**src/rtl/t05_spi_flash_reader.sv**
```systemverilog
// t05_spi_flash_reader
//   SPI mode-0 master that streams the raw input file out of serial flash.
//   Sends a READ command plus a 24-bit address on mosi. It then shifts miso
//   into bytes (MSB first) and hands each byte to the downstream histogram
//   stage over a valid/ready handshake. At a byte boundary, sclk is parked
//   low while the consumer still holds an unaccepted byte, so data is never
//   overwritten.
//
//   Optional macro T05_SPI_FAST_READ_EN: when defined, the command byte is
//   FAST READ (0x0B). Eight dummy sclk cycles with mosi=0 are then inserted
//   between the address and the data phase. When it is undefined, plain
//   READ (0x03) is used and no dummy phase exists.
//
// Ports
//   hwclk        system clock, rising edge
//   reset        synchronous active-high reset
//   start        one-cycle request, honoured only while idle
//   start_addr   first flash byte address, latched on accepted start
//   byte_count   number of bytes to read, latched on accepted start
//   sclk         SPI clock, idles low
//   cs_n         flash chip select, active low
//   mosi         command/address serial out, MSB first
//   miso         flash serial data in
//   rd_data      assembled byte
//   rd_valid     rd_data holds an unconsumed byte
//   rd_ready     consumer accepts rd_data when rd_valid && rd_ready
//   busy         high from accepted start until done
//   done         one-cycle pulse at end of transfer
module t05_spi_flash_reader #(
    parameter int CLK_DIV = 2,
    parameter int ADDR_W  = 24,
    parameter int CNT_W   = 24
) (
    input  logic              hwclk,
    input  logic              reset,
    input  logic              start,
    input  logic [ADDR_W-1:0] start_addr,
    input  logic [CNT_W-1:0]  byte_count,
    output logic              sclk,
    output logic              cs_n,
    output logic              mosi,
    input  logic              miso,
    output logic [7:0]        rd_data,
    output logic              rd_valid,
    input  logic              rd_ready,
    output logic              busy,
    output logic              done
);

    localparam int TX_W  = 8 + ADDR_W;
    localparam int DIV_W = (CLK_DIV > 1) ? $clog2(CLK_DIV) : 1;
    localparam int BIT_W = $clog2(((ADDR_W > 8) ? ADDR_W : 8) + 1);

    localparam logic [DIV_W-1:0] DIV_MAX       = DIV_W'(CLK_DIV - 1);
    localparam logic [BIT_W-1:0] LAST_BYTE_BIT = BIT_W'(7);
    localparam logic [BIT_W-1:0] LAST_ADDR_BIT = BIT_W'(ADDR_W - 1);

`ifdef T05_SPI_FAST_READ_EN
    localparam logic [7:0] CMD_BYTE = 8'h0B;
`else
    localparam logic [7:0] CMD_BYTE = 8'h03;
`endif

    typedef enum logic [2:0] {
        IDLE,
        CMD,
        ADDR,
        DATA,
        HOLD,
        FINISH
`ifdef T05_SPI_FAST_READ_EN
        , DUMMY
`endif
    } state_t;

    state_t state, state_next;

    logic [DIV_W-1:0] div_cnt;
    logic [BIT_W-1:0] bit_cnt;
    logic [CNT_W-1:0] remaining;
    logic [TX_W-1:0]  tx_sr;
    logic [7:0]       rx_sr;

    logic active;
    logic div_tick;
    logic sclk_rise;
    logic sclk_fall;
    logic next_selected;

    // Next-state logic. The sclk edge strobes are decoded from the divider,
    // and they exist only in the states that toggle sclk.
    always_comb begin
        state_next = state;
        active     = 1'b0;
        div_tick   = 1'b0;
        sclk_rise  = 1'b0;
        sclk_fall  = 1'b0;

        active = (state == CMD) || (state == ADDR) || (state == DATA)
`ifdef T05_SPI_FAST_READ_EN
                 || (state == DUMMY)
`endif
                 ;
        div_tick  = active && (div_cnt == DIV_MAX);
        sclk_rise = div_tick && !sclk;
        sclk_fall = div_tick && sclk;

        case (state)
            IDLE: begin
                if (start) state_next = CMD;
            end
            CMD: begin
                if (sclk_fall && (bit_cnt == LAST_BYTE_BIT)) state_next = ADDR;
            end
            ADDR: begin
                if (sclk_fall && (bit_cnt == LAST_ADDR_BIT)) begin
                    if (remaining == '0)
                        state_next = FINISH;
                    else
`ifdef T05_SPI_FAST_READ_EN
                        state_next = DUMMY;
`else
                        state_next = DATA;
`endif
                end
            end
`ifdef T05_SPI_FAST_READ_EN
            DUMMY: begin
                if (sclk_fall && (bit_cnt == LAST_BYTE_BIT)) state_next = DATA;
            end
`endif
            DATA: begin
                // The final byte always ends the transfer, even if the
                // consumer has not taken it yet. rd_valid simply persists.
                if (sclk_fall && (bit_cnt == LAST_BYTE_BIT)) begin
                    if (remaining == '0)
                        state_next = FINISH;
                    else if (rd_valid && !rd_ready)
                        state_next = HOLD;
                end
            end
            HOLD: begin
                if (rd_valid && rd_ready) state_next = DATA;
            end
            FINISH: begin
                state_next = IDLE;
            end
            default: begin
                state_next = IDLE;
            end
        endcase
    end

    // State register. cs_n, busy and done are registered decodes of the
    // next state, so they change on the same edge as the state.
    always_ff @(posedge hwclk) begin
        if (reset) begin
            state <= IDLE;
            cs_n  <= 1'b1;
            busy  <= 1'b0;
            done  <= 1'b0;
        end else begin
            state <= state_next;
            cs_n  <= (state_next == IDLE) || (state_next == FINISH);
            busy  <= (state_next != IDLE) && (state_next != FINISH);
            done  <= (state_next == FINISH);
        end
    end

    assign next_selected = (state_next == CMD) || (state_next == ADDR);

    // Bit timing, handshake and byte capture.
    always_ff @(posedge hwclk) begin
        if (reset) begin
            sclk      <= 1'b0;
            mosi      <= 1'b0;
            div_cnt   <= '0;
            bit_cnt   <= '0;
            remaining <= '0;
            rd_data   <= 8'h00;
            rd_valid  <= 1'b0;
        end else begin
            // Acceptance clears rd_valid. A capture in the same cycle
            // overrides this below, so the new byte wins.
            if (rd_valid && rd_ready) rd_valid <= 1'b0;

            if (state == IDLE) begin
                sclk    <= 1'b0;
                div_cnt <= '0;
                bit_cnt <= '0;
                if (start) begin
                    remaining <= byte_count;
                    mosi      <= CMD_BYTE[7];
                end
            end else if (active) begin
                div_cnt <= div_tick ? '0 : div_cnt + DIV_W'(1);

                if (sclk_rise) begin
                    sclk <= 1'b1;
                    if ((state == DATA) && (bit_cnt == LAST_BYTE_BIT)) begin
                        rd_data   <= {rx_sr[6:0], miso};
                        rd_valid  <= 1'b1;
                        remaining <= remaining - CNT_W'(1);
                    end
                end

                if (sclk_fall) begin
                    sclk <= 1'b0;
                    if ((state_next != state) || (bit_cnt == LAST_BYTE_BIT && state == DATA))
                        bit_cnt <= '0;
                    else
                        bit_cnt <= bit_cnt + BIT_W'(1);
                    mosi <= next_selected ? tx_sr[TX_W-2] : 1'b0;
                end
            end else begin
                // HOLD and FINISH: park sclk low and freeze the divider.
                sclk    <= 1'b0;
                div_cnt <= '0;
            end
        end
    end

    // Shift registers. These are pure data paths and have no reset.
    always_ff @(posedge hwclk) begin
        if ((state == IDLE) && start)
            tx_sr <= {CMD_BYTE, start_addr};
        else if (sclk_fall)
            tx_sr <= tx_sr << 1;

        if (sclk_rise && (state == DATA))
            rx_sr <= {rx_sr[6:0], miso};
    end

endmodule

```
**config.mk**
```make
export PLATFORM = sky130hd
export DESIGN_NAME = t05_spi_flash_reader
export DESIGN_NICKNAME = d
export VERILOG_FILES = /design/src/rtl/t05_spi_flash_reader.sv
export SDC_FILE = /design/constraint.sdc
export NUM_CORES = 1
export LEC_CHECK = 0
export BUFFER_PORTS_ARGS = -buffer_cell sky130_fd_sc_hd__buf_2
export CAP_MARGIN = 40
export CORE_UTILIZATION = 33
export DETAILED_ROUTE_END_ITERATION = 7
export HOLD_SLACK_MARGIN = 0.15
export MAX_ROUTING_LAYER = met4
export PLACE_DENSITY = 0.47
export SLEW_MARGIN = 20
export SYNTH_ARGS = -nofsm -noshare
export SYNTH_HDL_FRONTEND = slang
export SYNTH_SLANG_ARGS = --single-unit
export TNS_END_PERCENT = 10
```
**constraint.sdc**
```tcl
create_clock -name hwclk -period 3.35 [get_ports hwclk]
set_clock_uncertainty 0.1 [all_clocks]
set_input_delay 0.335 -clock hwclk [delete_from_list [all_inputs] [get_ports hwclk]]
set_output_delay 0.335 -clock hwclk [all_outputs]
set_load 0.02 [all_outputs]
```
==> flow_summary.ini, run 1 <==
[status]
status = completed

[logic_synthesis]
netlist-cell-type-count = 66
synthCells = 483
synthFlopType = dfxtp_1
syn_area_mm2 = 0.00417
synth.avg_cell_area_um2 = 8.63
synth-seq-cells = 85
seq_area_frac_synth_pct = 48.3
synth_edf_count = 31
async_flop_share_pct = 0
yosysWarnings = 0
syn-num-nets = 538

[route]
drc_errors = 0
post_drt_wl_per_cell_um = 13.9
first_pass_iters = 4
viasPerCell = 5.02
drt_wl_total_mm = 10.1
drt_iter0_markers = 213
num_vias = 3648
postRouteAntennaNets = 0

[placement]
place.gp.congestion = 0.861
dpl_worst_slack_ns = 0.773
post-place-cells = 698
dp_hpwl_mm = 6.82
portBuffers = 66

[worst_setup_path]
crit_arrival_ns = 2.72
regToRegStartpoint = bit_cnt[0]$_SDFFE_PP0P_
critPathLaunch = bit_cnt[0]$_SDFFE_PP0P_
required_ns = 3.47
path_max_fanout = 34
crit_type = reg -> reg
end_kind = flip-flop
cp-start-kind = flip-flop

[grt]
first_global_vias = 3387
antenna_found_initial = 0
grt_pass1_wl_mm = 16.7
grt_max_degree = 40
grt.overflow.total = 0
grt_util_all_layers_pct = 16.9

[clock_network]
clk_latency_ns = 0.34
cts_buffers = 9
clock-sinks = 85
cts_max_path_buffers = 2
cts_tree = done
root_buffer = clkbuf_16
cts.clk_slew.worst_paths_ns = 0.06
htree_levels = 3

[cells_and_area]
final_common_cell = nand2_1
fillCellCount = 1271
stdcell_count = 726
multi_input_area_mm2 = 0.00199
drive_above_1_share_pct = 19.7
seq_area_mm2 = 0.00201
layout.nets = 608
area.growth.synth_to_final_pct = 21.5
final_cell_mix = nand2_1, buf_2, dfxtp_1
antenna_cells = 0

[floorplanning]
dieHeight_um = 114
die_w_um = 114
num_rows = 40
die-area_mm2 = 0.0131
core-area_mm2 = 0.0122
boundaryPins = 67
initial_core_util_pct = 34.3

[power_and_ir_drop]
power_density_mw_per_mm2 = 490
peakVddDrop_mv = 0.292
leakage_uw = 0.00209

[min_path]
hp-class = in -> reg
min_from = start_addr[4]

[timing]
rsz0062_at_grt = no
fin_setup_tns_ns = 0
fmax_ghz = 0.385
fin_ws_ns = 0.750
fin_crit_sh_pct = 77.6
setup_viol = 0
hold_viol_final = 0
tightest_slew_ns = 0.577
period_minus_slack_ns = 2.60
drv_slew = 0
relSlewSlack_pct = 61.0

[flow_run]
maxCapViolCount = 0
[cell type report]
type | instances | area share (%)
clock inverter | 6 | 0.939
multi-input combinational | 360 | 39.3
sequential | 85 | 39.7
inverter | 6 | 0.445
tap | 168 | 4.15
clock buffer | 10 | 4.52
timing repair buffer | 91 | 11.0
[path summary, 6_finish.rpt]
| kind | to | slack (ns) | cells past startpoint |
|---|---|---|---|
| worst min register to register | tx_sr[28]$_SDFFE_PP0P_ | 0.35 | 2 |
| worst min-delay path | tx_sr[4]$_DFFE_PP_ | 0.16 | 3 |
| worst max-delay path | remaining[17]$_SDFFE_PP0P_ | 0.75 | 9 |
| worst max register to register | remaining[17]$_SDFFE_PP0P_ | 0.75 | 9 |
[state kept, by name, summed over array words and instances (netlist names)]
name	count
bit_cnt	5
busy	1
cs_n	1
div_cnt	1
done	1
mosi	1
rd_data	8
rd_valid	1
remaining	24
rx_sr	7
sclk	1
state	3
tx_sr	31
[layer usage]
| metal | global-route usage (%) | share of wire [%] |
|---|---|---|
| met5 | - | 0 |
| met4 | 7.45 | 2.0 |
| met3 | 3.12 | 2.9 |
| met2 | 25.6 | 45 |
| met1 | 22.1 | 50 |
[cells in the mapped netlist, drive strengths merged, types with 9 or more instances]
cell type	n	area (µm²)
a21oi	27	135
nor2	41	170
nand3	13	65.1
nor4	9	68.8
dfxtp	54	1080
clkbuf	22	96.3
edfxtp	31	931
nor3	11	55.1
a211oi	11	87.6
mux2i	9	90.1
nand2	123	462
o21ai	27	135
buf	10	60.1
[repair_timing]
action                    4_1_cts  5_1_grt
hold endpoints to repair       13        0
hold buffers                   12        0
buffers inserted                0        0
resized for setup               0        0
[power breakdown]
group | total [µW] | internal (µW) | leakage [µW] | switching, µW
clock | 923 | 507 | 0.000133 | 415
combinational | 384 | 155 | 0.00122 | 228
sequential | 1170 | 1130 | 0.000736 | 42.8
total | 2480 | 1790 | 0.00209 | 687
[worst max-delay path, stage by stage (launching register included)]
cell and delay, ns:
dfxtp_1 0.37, ha_1 0.22, nor4bb_1 0.56, nand4b_1 0.17, buf_4 0.23, nand2_1 0.08
buf_4 0.32, o21ai_0 0.16, o2bb2ai_1 0.14, nor2b_1 0.12
[logic make-up (layout without fill, tap and decap cells)]
kind of cell,after synthesis,count (layout),share of synthesized area [%]
multiplexers,9,9,2.16
flip-flops,85,85,48.3
AO/OA/AOI/OAI,105,105,16.4
AND/OR/NAND/NOR,239,239,27.2
XOR/XNOR,5,5,1.05
buffers and inverters,38,113,4.29
adder cells (fa/ha/maj),2,2,0.600
[metrics by stage]
stage	instance area, µm²	total power, µW	hold WS (ns)	util (%)
6_report	5060	2480	0.163	41.6
5_1_grt	5060	2610	0.160	41.6
4_1_cts	5060	2520	0.151	41.6
3_5_place_dp	4670	1570	0.343	38.4
3_3_place_gp	4650	1560	0.328	38.3
2_1_floorplan	4170	1450	0.326	-
Power figures use the tool's default switching activity.
==> inputs of run 2 (changes only) <==
Settings changed: ABC_AREA set to 1, PLACE_DENSITY 0.47 to 0.49.
Clock period 3.35 ns to 2.15 ns, I/O delays scaled along.
==> flow_summary.ini, run 2 <==
[cells_and_area]
drive_above_1_share_pct = 22.2
fillCellCount = 1295
final_common_cell = nand2_1
reg.largest.list = tx_sr: 31 flops, remaining: 24 flops, rd_data: 8 flops
final_cell_mix = nand2_1, nor2_1, buf_2
top_register = tx_sr
antenna_cells = 0
area.growth.synth_to_final_pct = 32.4
fin_util_pct = 45.4
seq_area_mm2 = 0.00201
largest_reg_flops = 31
multi_input_area_mm2 = 0.00191
layout.nets = 720

[logic_synthesis]
synth_edf_count = 31
synthTopCellsByArea = dfxtp_1, edfxtp_1, nand2_1
synth_top_area_share_pct = 25.8
synthFlopType = dfxtp_1
synth-seq-cells = 85
netlist-cell-type-count = 40
synth_most_common_cell = nand2_1
yosysWarnings = 0
synth.avg_cell_area_um2 = 7.74
async_flop_share_pct = 0
synth_area_leader_cell = dfxtp_1
ys_top_cells_by_count = nand2_1, nor2_1, dfxtp_1, o21ai_0, inv_1
seq_area_frac_synth_pct = 48.1
syn-num-nets = 596
synthCells = 541
syn_area_mm2 = 0.00419

[worst_setup_path]
crit_type = reg -> reg
worstSetupPathDepth = 13
critPathLaunch = bit_cnt[0]$_SDFFE_PP0P_
end_kind = flip-flop
worstSetupEndpoint = remaining[23]$_SDFFE_PP0P_
regToRegStartpoint = bit_cnt[0]$_SDFFE_PP0P_
crit_buf_inv = 3
r2r_slack_ns = 0.12
crit_arrival_ns = 2.20
reg2regPathDepth = 13
slowest_delay_ns = 0.37
path_max_fanout = 6
cp-start-kind = flip-flop
crit_chain = ha_1 -> nand2_1 -> nor2_2 -> nand2_2 -> nor2_2 -> inv_2 -> nor2_8 -> nor2_4 -> buf_4 -> buf_4 -> nor2_1 -> o21ai_1 -> a21oi_1
required_ns = 2.32
slowest_stage = dfxtp_1
crit_family = simple AND/OR/NAND/NOR gates
r2r-end = remaining[23]$_SDFFE_PP0P_

[timing]
tightest_slew_ns = 0.434
drv_slew = 0
fin_crit_sh_pct = 94.4
hold_viol_final = 0
setup_viol = 0
period_minus_slack_ns = 2.03
fin_ws_ns = 0.120
rsz0062_at_grt = yes
fmax_ghz = 0.493
relSlewSlack_pct = 71.1

[grt]
grt_max_degree = 30
grt_util_all_layers_pct = 17.1
grt_pass1_wl_mm = 16.8
grt.overflow.total = 0
first_global_vias = 3641
antenna_found_initial = 0

[floorplanning]
dieHeight_um = 115
boundaryPins = 67
num_rows = 40
die_w_um = 115
initial_core_util_pct = 34.3
die-area_mm2 = 0.0131
core-area_mm2 = 0.0122

[route]
drt_iter0_markers = 212
num_vias = 3811
drc_errors = 0
drt_wl_total_mm = 10.4
viasPerCell = 4.55
first_pass_iters = 4
postRouteAntennaNets = 0
post_drt_wl_per_cell_um = 12.4

[status]
status = completed

[placement]
place.gp.congestion = 0.841
dp_hpwl_mm = 6.88
dpl_worst_slack_ns = -0.00134
portBuffers = 66

[flow_run]
maxCapViolCount = 0

[clock_network]
clock-sinks = 85
cts_max_path_buffers = 2
root_buffer = clkbuf_16
htree_levels = 3
clk_latency_ns = 0.35
cts_buffers = 9
cts_tree = done
cts.clk_slew.worst_paths_ns = 0.06

[power_and_ir_drop]
peakVddDrop_mv = 0.645
leakage_uw = 0.00246
power_density_mw_per_mm2 = 723

[min_path]
hp-class = in -> reg
==> run 2: how the worst min path moves through the flow <==
stage | start | depth (start not counted) | slack, ns | endpoint
3_3_place_gp | miso | 1 | 0.32 | rx_sr[0]$_DFFE_PP_
3_5_place_dp | miso | 1 | 0.32 | rx_sr[0]$_DFFE_PP_
5_1_grt | byte_count[0] | 5 | 0.20 | remaining[0]$_SDFFE_PP0P_
4_1_cts | byte_count[0] | 5 | 0.16 | remaining[0]$_SDFFE_PP0P_
2_1_floorplan | miso | 0 | 0.21 | rx_sr[0]$_DFFE_PP_
6_report | byte_count[0] | 5 | 0.18 | remaining[0]$_SDFFE_PP0P_
==> run 2: logic make-up (layout without fill, tap and decap cells) <==
family	Yosys count	after routing	synth area share (%)
and+or+nand+nor	289	290	29.9
buffers and inverters	65	193	6.78
DFF	85	85	48.1
adders and majority gates	2	2	0.598
xor gates and xnor gates	11	11	2.30
muxes	1	1	0.239
AOI/OAI and AO/OA	88	88	12.1
==> run 2: timing repair <==
action                                 in CTS  in global routing
hold buffers                               41                  0
setup endpoints to repair                   8                 30
gates resized for setup                     1                  8
cloned                                      0                  1
endpoints found under the hold margin      42                  0
pin swaps                                   0                  2
setup buffers                               0                  7
==> run 2: worst min-delay path, cell delays in order <==
cell	delay (ns)
buf_2	0.07
nand2_1	0.04
o21ai_0	0.06
o21ai_0	0.09
a21oi_1	0.10
==> run 2: area by class of cell <==
type / instances / area share, %
Clock inverter: 6 / 0.813
Clock buffer: 10 / 4.31
Sequential cell: 85 / 36.3
Timing Repair Buffer: 132 / 17.1
Inverter: 45 / 3.12
Multi-Input combinational cell: 392 / 34.5
Tap cell: 168 / 3.79
==> run 2: through the flow <==
stage	instance area [µm²]	TNS (ns)	hold slack (ns)	instances	power [µW]
2_1_floorplan	4190	0	0.214	541	2280
3_3_place_gp	4760	0	0.317	773	2460
3_5_place_dp	4760	-0.00248	0.317	773	2470
4_1_cts	5460	0	0.162	830	4030
5_1_grt	5540	-0.00461	0.196	838	4220
6_report	5540	0	0.180	838	4010
==> run 2: routing by layer <==
| metal | vias to the layer above | track usage [%] | part of all wire, % |
|---|---|---|---|
| met5 | - | - | 0 |
| met4 | 0 | 6.41 | 2.3 |
| met3 | 17 | 5.03 | 3.5 |
| met2 | 69 | 27.3 | 45 |
| met1 | 1720 | 20.3 | 49 |
| li1 | 2005 | - | - |
==> run 2: report_power, final <==
group          leakage (µW)  switching (µW)  internal, µW
clock network      0.000143             674           823
registers          0.000736            60.9          1770
logic               0.00158             390           295
==> inputs of run 3 (changes only) <==
Settings changed: PLACE_DENSITY 0.49 to 0.47.
Clock period 2.15 ns to 2.5 ns, I/O delays scaled along.
==> flow_summary.ini, run 3 (synthesis results as in run 2) <==
[route]
num_vias = 3742
post_drt_wl_per_cell_um = 12.3
viasPerCell = 4.56
postRouteAntennaNets = 0
drt_iter0_markers = 241
drt_wl_total_mm = 10.1
drc_errors = 0
first_pass_iters = 4

[clock_network]
cts_tree = done
root_buffer = clkbuf_16
cts_max_path_buffers = 2
cts_buffers = 9
postCtsSetupBuffers = 0
cts_resized = 0
htree_levels = 3
clk_latency_ns = 0.34
ctsHoldBuffers = 38
cts.clk_slew.worst_paths_ns = 0.06
clock-sinks = 85

[cells_and_area]
largest_reg_flops = 31
final_common_cell = nand2_1
stdcell_count = 820
drive_above_1_share_pct = 19.3
reg.largest.list = tx_sr: 31 flops, remaining: 24 flops, rd_data: 8 flops
area.growth.synth_to_final_pct = 28.2
antenna_cells = 0
layout.nets = 702
top_register = tx_sr
final_cell_mix = nand2_1, nor2_1, buf_2

[placement]
post-place-cells = 766
dp_hpwl_mm = 6.81
place.gp.congestion = 0.837
portBuffers = 66

[worst_setup_path]
reg2regPathDepth = 12
slowest_stage = dfxtp_1
crit_arrival_ns = 2.31
r2r_slack_ns = 0.31
regToRegStartpoint = bit_cnt[0]$_SDFFE_PP0P_
required_ns = 2.62
crit_type = reg -> reg
end_kind = flip-flop
path_max_fanout = 23
slowest_delay_ns = 0.37
cp-start-kind = flip-flop
r2r-end = remaining[5]$_SDFFE_PP0P_
crit_chain = ha_1 -> nand2_1 -> nor2_1 -> nand2_1 -> nor2_2 -> inv_2 -> nor2_8 -> nor2_4 -> inv_4 -> o21ai_0 -> o21ai_0 -> a21oi_1

[power_and_ir_drop]
peakVddDrop_mv = 0.413
power_density_mw_per_mm2 = 641
power_uw = 3440
leakage_uw = 0.00237

[timing]
rsz0062_at_grt = no
hold_viol_final = 0
tightest_slew_ns = 0.601
fmax_ghz = 0.457
fin_crit_sh_pct = 87.5
period_minus_slack_ns = 2.19
setup_viol = 0
relSlewSlack_pct = 59.8
fin_setup_tns_ns = 0
drv_slew = 0
hold_slack_ns = 0.163

[floorplanning]
core-area_mm2 = 0.0122
die-area_mm2 = 0.0131
initial_core_util_pct = 34.3
num_rows = 40
dieHeight_um = 115
die_w_um = 115
boundaryPins = 67

[grt]
grt_pass1_wl_mm = 17.0
grt_max_degree = 30
antenna_found_initial = 0
first_global_vias = 3637
grt_util_all_layers_pct = 17.2
grt.overflow.total = 0

[min_path]
hp-class = in -> reg
min_from = reset
hold_end = div_cnt$_SDFF_PP0_
min_delay_path_depth = 4

[status]
status = completed

[flow_run]
maxCapViolCount = 0
run 3: changes by cell type in the layout (fill, tap and decap cells not counted), sizes merged, moves of 2 or more:
| cell | before | now |
|---|---|---|
| buf | 91 | 77 |
| clkbuf | 10 | 12 |
| clkinv | 6 | 4 |
| dlygate4sd3 | 41 | 38 |
| inv | 45 | 43 |
run 3: cell type report:
class | count | area (µm²)
tap | 168 | 210
inverter | 45 | 171
timing repair buffer | 115 | 793
sequential | 85 | 2010
multi-input combinational | 391 | 1890
clock inverter | 4 | 51.3
fill | 1284 | 6840
clock buffer | 12 | 236
run 3: stage by stage:
| stage | util (%) | instance area [µm²] | setup WS (ns) |
|---|---|---|---|
| floorplan | - | 4190 | 0.461 |
| global placement | 38.5 | 4700 | 0.316 |
| detailed placement | 38.5 | 4700 | 0.310 |
| CTS | 44.0 | 5370 | 0.305 |
| global route | 44.0 | 5370 | 0.104 |
| finish | 44.0 | 5370 | 0.313 |
run 3: worst max-delay path, delay by kind of cell, from the launching register on:
| kind | cells | cell delay, ns |
|---|---|---|
| flip-flops | 1 | 0.37 |
| buffers and inverters | 2 | 0.26 |
| AO/OA/AOI/OAI | 3 | 0.37 |
| adder cells (fa/ha/maj) | 1 | 0.18 |
| AND/OR/NAND/NOR | 6 | 0.78 |
run 3: worst max-delay path by stage:
stage | endpoint | from | slack (ns)
global route | remaining[5]$_SDFFE_PP0P_ | bit_cnt[0]$_SDFFE_PP0P_ | 0.10
global placement | remaining[5]$_SDFFE_PP0P_ | bit_cnt[0]$_SDFFE_PP0P_ | 0.32
floorplan | tx_sr[0]$_SDFFCE_PN0P_ | state[0]$_SDFF_PP0_ | 0.46
CTS | remaining[5]$_SDFFE_PP0P_ | bit_cnt[0]$_SDFFE_PP0P_ | 0.30
finish | remaining[5]$_SDFFE_PP0P_ | bit_cnt[0]$_SDFFE_PP0P_ | 0.31
detailed placement | remaining[5]$_SDFFE_PP0P_ | bit_cnt[0]$_SDFFE_PP0P_ | 0.31
run 3: metal layers:
layer / vias to the layer above / wire [µm] / global-route usage (%)
li1: 1977 / - / -
met1: 1686 / 4970 / 21.5
met2: 71 / 4660 / 26.9
met3: 8 / 371 / 5.08
met4: 0 / 101 / 5.19
met5: - / 0 / -
run 3: power by group:
group / internal [µW] / switching [µW]
sequential: 1520 / 52.7
combinational: 225 / 323
clock: 776 / 543
total: 2520 / 918
